===== src/rtl/rr_mux4_arbiter.sv =====
// Round-robin arbiter over four requesters with a bounded grant tenure.
// The granted requester's data is forwarded through an internal 4:1 mux.
module rr_mux4_arbiter #(
  parameter int DATA_W   = 1,
  parameter int HOLD_MAX = 4
) (
  input  logic              clk,
  input  logic              rst_n,
  input  logic [3:0]        req,
  input  logic [DATA_W-1:0] d0,
  input  logic [DATA_W-1:0] d1,
  input  logic [DATA_W-1:0] d2,
  input  logic [DATA_W-1:0] d3,
  output logic [3:0]        gnt,
  output logic [1:0]        sel,
  output logic              busy,
  output logic [DATA_W-1:0] y
);

  localparam int HCW = (HOLD_MAX < 1) ? 1 : $clog2(HOLD_MAX + 1);
  localparam logic [HCW-1:0] HOLD_LIM = HCW'(HOLD_MAX);
  localparam logic [HCW-1:0] HOLD_ONE = HCW'(1);

  typedef enum logic {
    IDLE,
    GRANT
  } state_e;

  state_e          state_q, state_d;
  logic [3:0]      gnt_q, gnt_d;
  logic [1:0]      sel_q, sel_d;
  logic [1:0]      last_q, last_d;
  logic [HCW-1:0]  hold_q, hold_d;

  logic [3:0]      cand;
  logic [1:0]      win;
  logic [1:0]      idx;
  logic            found;
  logic            cur_req;
  logic            at_max;

  always_ff @(posedge clk or negedge rst_n) begin
    if (!rst_n) begin
      state_q <= IDLE;
      gnt_q   <= '0;
      sel_q   <= '0;
      last_q  <= 2'd3;
      hold_q  <= '0;
    end else begin
      state_q <= state_d;
      gnt_q   <= gnt_d;
      sel_q   <= sel_d;
      last_q  <= last_d;
      hold_q  <= hold_d;
    end
  end

  // The current holder is masked out, so a rotate never re-picks it.
  assign cand    = (state_q == GRANT) ? (req & ~gnt_q) : req;
  assign cur_req = |(req & gnt_q);
  assign at_max  = (HOLD_MAX != 0) && (hold_q == HOLD_LIM);

  always_comb begin
    found = 1'b0;
    win   = last_q;
    idx   = '0;
    for (int i = 1; i <= 4; i++) begin
      idx = last_q + 2'(i);
      if (!found && cand[idx]) begin
        found = 1'b1;
        win   = idx;
      end
    end
  end

  always_comb begin
    state_d = state_q;
    gnt_d   = gnt_q;
    sel_d   = sel_q;
    last_d  = last_q;
    hold_d  = hold_q;
    unique case (state_q)
      IDLE: begin
        if (found) begin
          state_d = GRANT;
          gnt_d   = 4'b0001 << win;
          sel_d   = win;
          last_d  = win;
          hold_d  = HOLD_ONE;
        end
      end
      GRANT: begin
        if ((!cur_req || at_max) && found) begin
          gnt_d  = 4'b0001 << win;
          sel_d  = win;
          last_d = win;
          hold_d = HOLD_ONE;
        end else if (!cur_req) begin
          state_d = IDLE;
          gnt_d   = '0;
          hold_d  = '0;
        end else if (HOLD_MAX != 0 && !at_max) begin
          hold_d = hold_q + HOLD_ONE;
        end
      end
      default: begin
        state_d = IDLE;
        gnt_d   = '0;
      end
    endcase
  end

  assign gnt  = gnt_q;
  assign sel  = sel_q;
  assign busy = (state_q == GRANT);

  always_comb begin
    y = '0;
    if (busy) begin
      case (sel_q)
        2'd0:    y = d0;
        2'd1:    y = d1;
        2'd2:    y = d2;
        default: y = d3;
      endcase
    end
  end

endmodule


===== config.mk =====
export PLATFORM = sky130hd
export DESIGN_NAME = rr_mux4_arbiter
export DESIGN_NICKNAME = d
export VERILOG_FILES = /design/src/rtl/rr_mux4_arbiter.sv
export SDC_FILE = /design/constraint.sdc
export NUM_CORES = 1
export LEC_CHECK = 0
export ABC_AREA = 0
export BUFFER_PORTS_ARGS = -buffer_cell sky130_fd_sc_hd__buf_2
export CAP_MARGIN = 20
export CORE_MARGIN = 2
export CORE_UTILIZATION = 35
export DETAILED_ROUTE_END_ITERATION = 8
export SLEW_MARGIN = 5
export SYNTH_ARGS = -nofsm -noshare
export SYNTH_HDL_FRONTEND = slang
export SYNTH_SLANG_ARGS = --single-unit

===== constraint.sdc =====
create_clock -name clk -period 3.85 [get_ports clk]
set_clock_uncertainty 0.15 [all_clocks]
set_input_delay 0.1925 -clock clk [delete_from_list [all_inputs] [get_ports clk]]
set_output_delay 0.1925 -clock clk [all_outputs]
set_load 0.02 [all_outputs]

; After elaboration in Yosys (flattened, before gate mapping)
; Index checks and enable logic that the tools add are counted.
[totals]
out_inout_bits = 8
wordCells = 74
register_bits = 12
input_bits = 10
[op_classes]
n_lt_le_gt_ge = 4
n_eq_ne = 7
bitwise = 4
muxes = 35
n_shift = 1
n_addsub = 4
n_reduce_logical = 14
[op_table]
columns = op, n
row1 = 4-bit two-way mux, 4
row2 = "2-bit by 3-bit < comparator with 1-bit output, second input constant", 4
row3 = 1-bit two-way mux, 12
row4 = 2-bit two-way mux, 6
row5 = 3-bit two-way mux, 4
row6 = 4-bit bitwise AND, 2
row7 = 1-bit binary-select mux with 2-bit select, 4
row8 = 4-bit one-hot mux with 2 select lines, 1
row9 = 3-bit one-hot mux with 2 select lines, 1
row10 = 2-bit AND reduction, 3
row11 = "2-bit adder, second input constant", 2
row12 = 1-bit logical AND, 4
row13 = 1-bit logical NOT, 4
row14 = "4-bit by 3-bit != test with 1-bit output, second input constant", 1
row15 = 4-bit inverter, 1
row16 = 2-bit one-hot mux with 2 select lines, 1
row17 = 4-bit OR reduction, 1
row18 = "1-bit by 2-bit << shifter with 4-bit output, first input constant", 1
row19 = "3-bit by 1-bit adder with 3-bit output, second input constant", 1
row20 = "3-bit equality test, second input constant", 1
row21 = "3-bit by 2-bit != test with 1-bit output, second input constant", 1
row22 = 1-bit one-hot mux with 3 select lines, 1
row23 = "2-bit by 1-bit adder with 2-bit output, second input constant", 1
row24 = "2-bit by 1-bit equality test with 1-bit output, second input constant", 1
row25 = 7 further kinds, 7

; Logic depth before layout (Yosys ltp)
[logic_depth]
depth_word = 18
mapped_depth = 5
mapped_depth_nobuf = 5

; Least setup slack after synthesis
; No wires, ideal clock.
[synth_path]
path_kind = register -> register
startpoint = reg state_q (netlist: busy)
endpoint = reg sel_q[0] (netlist: sel[0])
synth_period_minus_slack_ns = 1.847
setup_ns = 0.125
stages_incl_launch_ff = 5
t_required_ns = 3.575
slack_ns = 2.003
t_arrival_ns = 1.573
path_buffers = 0
path_cell_list = dfrtp_1 -> a21boi_1 -> nor4_4 -> a21oi_2 -> mux2_2
[synth_via]
elab_chain_len = 16
elab_cells_between_ends = 31
cone_classes = 2 x eq/ne / 20 x mux / 1 x bitwise / 8 x reduce/logical
[synth_lines]
columns = element, line
row1 = from (decl), 29  ; state_e state_q, state_d;
row2 = from (signal assigned), 50  ; state_q <= state_d;
row3 = 4-bit two-way mux, 59  ; assign cand = (state_q == GRANT) ? (req & ~gnt_q) : req;
row4 = 1-bit binary-select mux with 2-bit select, 69  ; if (!found && cand[idx]) begin
row5 = 1-bit two-way mux (implied by the code), 69
row6 = 1-bit two-way mux, 69
row7 = 1-bit logical NOT, 69
row8 = 1-bit logical AND, 69
row9 = 1-bit two-way mux, 69
row10 = 1-bit logical NOT, 69
row11 = 1-bit logical AND, 69
row12 = 1-bit two-way mux, 69
row13 = 1-bit logical NOT, 69
row14 = 1-bit logical AND, 69
row15 = 1-bit two-way mux, 69
row16 = 1-bit logical AND, 93  ; if ((!cur_req || at_max) && found) begin
row17 = 2-bit by 1-bit != test with 1-bit output (no line), n/a
row18 = 2-bit AND reduction (no line), n/a
row19 = to (signal assigned), 52  ; sel_q <= sel_d;
row20 = to (decl), 31  ; logic [1:0] sel_q, sel_d;
; Parallel ways exist; a longest one is shown, timed or not. The select of a mux whose other input is x is not followed.
; A chain may end at the register's enable or synchronous reset.

; Worst setup path in the final report
[layout_path]
startpoint = reg state_q (netlist: busy)
endpoint = reg sel_q[1] (netlist: sel[1])
; Same word-level chain as after synthesis.

==> flow_summary_export.csv <==
group,metric,value,unit
outcome,status,"finished clean",
routing,avgViaCountPerCell,5.42,
yosys,synthSimpleGateAreaFrac,0.115,
timing,worstMarginPinSlew,0.520,ns
yosys,synthAdderAreaFrac,0.0333,
worst_setup_path,path_buf_inv,0,
timing,setup_viol,0,
yosys,synth_compound_area_frac,0.306,
yosys,synth_cells,70,
worst_setup_path,slowest_stage,"dfrtp_1",
floorplan,initial_core_util,0.376,
routing,drt-initial-drc-count,16,
timing,min_period,2.12,ns
yosys,ys_seq_area_frac,0.403,
layout,nNetsFinal,104,
placed_design,hpwlAfterDp,1.22,mm
power_and_ir_drop,power_frac_seq,0.345,
power_and_ir_drop,power_switching,312,µW
routing,ant_nets,0,
power_and_ir_drop,switching_share,0.438,
routing,dr.pass1.iters,4,
worst_hold_path,min_path_type,"input port to async pin",
floorplan,rows,16,
yosys,ys_ff_latch,12,
yosys,synth_area_leaders,"dfrtp_1 33%, mux2_2 7.5%, dfstp_2 7.0%",
worst_setup_path,r2r_setup_slack,1.73,ns
floorplan,boundaryPins,18,
clock_tree,cts.htree.levels,1,
worst_setup_path,critPathLaunchType,"flop",
timing,drv_slew,0,
clock_tree,cts_sinks,12,
layout,num-fill-cells,204,
floorplan,fp.dieW,50.4,µm
power_and_ir_drop,power_frac_clock,0.112,
global_routing,grt_max_degree,16,
worst_setup_path,crit_type,"flop to flop",
global_routing,grt_pass1_vias,643,
clock_tree,root_buffer,"clkbuf_4",
timing,tns,0,ns
layout,antennaDiodeCount,0,
global_routing,antenna_found_initial,0,
layout,final_layout_size_suffix_gt1_frac,0.352,
yosys,yosys_warnings,0,
global_routing,grt_pass1_wl,2.81,mm
yosys,yosysTopAreaCell,"dfrtp_1",
timing,fmax,0.472,GHz
power_and_ir_drop,ir_drop,0.326,mV
worst_setup_path,crit_fanout,15,
timing,rsz0062_at_grt,"false",
floorplan,fp.coreArea,0.00200,mm²
layout,syn_to_final_growth,20.1,%
yosys,postSynthAreaPerCell,10.7,µm²
yosys,synthMuxAreaShare,0.118,
power_and_ir_drop,intPower,400,µW
clock_tree,numCtsBuffers,3,
worst_setup_path,required,3.86,ns
yosys,yosys.area.top_type_share,0.333,
worst_setup_path,cp_top_family,"flip-flops",
flow_run,max_cap_viol_count,0,
yosys,synth_cell_type_count,30,
worst_setup_path,max_stage_delay,0.61,ns
global_routing,gr-usage-all-layers,0.148,
yosys,synth_top_family_by_area,"compound AO/OA/AOI/OAI gates",
power_and_ir_drop,p_per_area,788,mW/mm²
routing,drt-total-wl,1.59,mm
clock_tree,cts_tree,"built",
placed_design,place.port_buffers,17,
worst_setup_path,endpoint_kind,"flop",
yosys,synth_xor_area_frac,0,
yosys,syn_nets,82,
timing,fin_crit_sh,0.551,
floorplan,dieArea,0.00254,mm²
timing,hold_viol,0,
power_and_ir_drop,p_comb_frac,0.543,
routing,remaining_drc_errors,0,
worst_setup_path,crit_arrival,2.13,ns
power_and_ir_drop,leakagePower,0.000402,µW
clock_tree,insertion_delay,0.27,ns
floorplan,die_h,50.4,µm
clock_tree,clk_path_buf_depth,2,
placed_design,gp_congestion,0.792,
worst_setup_path,cp_cell_sequence,"a21boi_1 -> nor4_4 -> a21oi_2 -> mux2_2",
global_routing,grt_overflow_total,0,
yosys,syn_area,752,µm²
routing,vias,640,
timing,slew-limit-headroom,0.651,
routing,post_drt_wl_per_cell,13.4,µm
timing,hold_slack,0.170,ns
clock_tree,path_clk_slew,0.07,ns
==> registers in the layout (all words and copies together) (netlist names) <==
name and flops:
sel 2, last_q 2, hold_q 3, busy 1
gnt 4
==> final timing paths <==
kind / start / endpoint / cells after the start
min in group clk: req[1] / busy / 5
worst max-delay path: busy / sel[1] / 4
worst min register to register: hold_q[0] / hold_q[0] / 1
worst max register to register: busy / sel[1] / 4
worst min-delay path: rst_n / sel[0] / 2
max in group asynchronous: rst_n / last_q[1] / 2
==> power by group through the flow <==
stage          clock network, µW  logic (µW)  registers (µW)
2_1_floorplan                  0         272             262
3_3_place_gp                   0         385             246
3_5_place_dp                   0         387             248
4_1_cts                     82.4         389             245
5_1_grt                     87.5         429             257
6_report                    79.7         387             245
==> synth_stat cells <==
master	number
o211ai_1	2
dfrtp_1	10
a21boi_2	1
a32o_1	2
a2bb2oi_1	2
a32oi_1	2
nand3_1	2
or3b_1	1
o2bb2ai_1	1
o211ai_2	1
nand2_1	6
mux2_2	5
a21boi_1	3
nor2_1	3
a31oi_1	1
inv_1	4
mux4_2	1
a22oi_1	5
clkbuf_1	1
o21ai_0	3
nor2b_1	1
o21a_1	2
nor4_4	1
dfstp_2	2
and2_1	1
a21oi_1	1
mux2i_1	1
ha_1	2
o41ai_1	2
a21oi_2	1
==> what timing repair did <==
action | in CTS | in global routing
hold buffers | 1 | 0
endpoints found under the hold margin | 12 | 0
setup buffers | 0 | 0
resized for setup | 0 | 0
setup endpoints to repair | 0 | 0
==> layout make-up <==
class / count / area, µm² / share of cell area
clock buffer: 4 / 26.3 / 0.0291
tap: 27 / 33.8 / 0.0374
inverter: 4 / 15.0 / 0.0166
timing repair buffer: 18 / 95.1 / 0.105
sequential: 12 / 303 / 0.335
multi-input combinational: 53 / 430 / 0.476
==> layer usage <==
layer	global-route usage	part of all wire	up-vias
met2	0.230	0.43	17
li1	-	-	316
met5	0	0	-
met3	0.00893	0.029	4
met1	0.195	0.50	303
met4	0.108	0.036	0
==> stage by stage <==
stage	setup WS [ns]	instances	total power [µW]	area, µm²	utilization
after global routing	1.48	118	773	903	0.451
after global placement	1.76	113	631	867	0.433
after detailed placement	1.72	113	634	867	0.433
final	1.73	118	712	903	0.451
after CTS	1.71	118	716	903	0.451
after floorplan	2.00	70	534	752	-
==> worst register-to-register path, stage by stage (launching register included) <==
cell,delay (ns)
dfrtp_1,0.61
a21boi_1,0.24
nor4_4,0.55
a21oi_2,0.16
mux2_2,0.31
==> cells by family after synthesis <==
group                      Yosys count
AOI/OAI and AO/OA                   29
adders and majority gates            2
buffers and inverters                5
DFF                                 12
muxes                                7
and+or+nand+nor                     15
==> layout by cell type (no fill, tap or decap), types with 3 or more instances in the layout <==
master | Yosys | layout
dfrtp_1 | 10 | 10
buf_2 | 0 | 17
nand2_1 | 6 | 6
clkbuf_4 | 0 | 3
a22oi_1 | 5 | 5
a21boi_1 | 3 | 3
mux2_2 | 5 | 5
inv_1 | 4 | 4
o21ai_0 | 3 | 3
nor2_1 | 3 | 3
No activity file was read; power rests on OpenSTA's default activity.
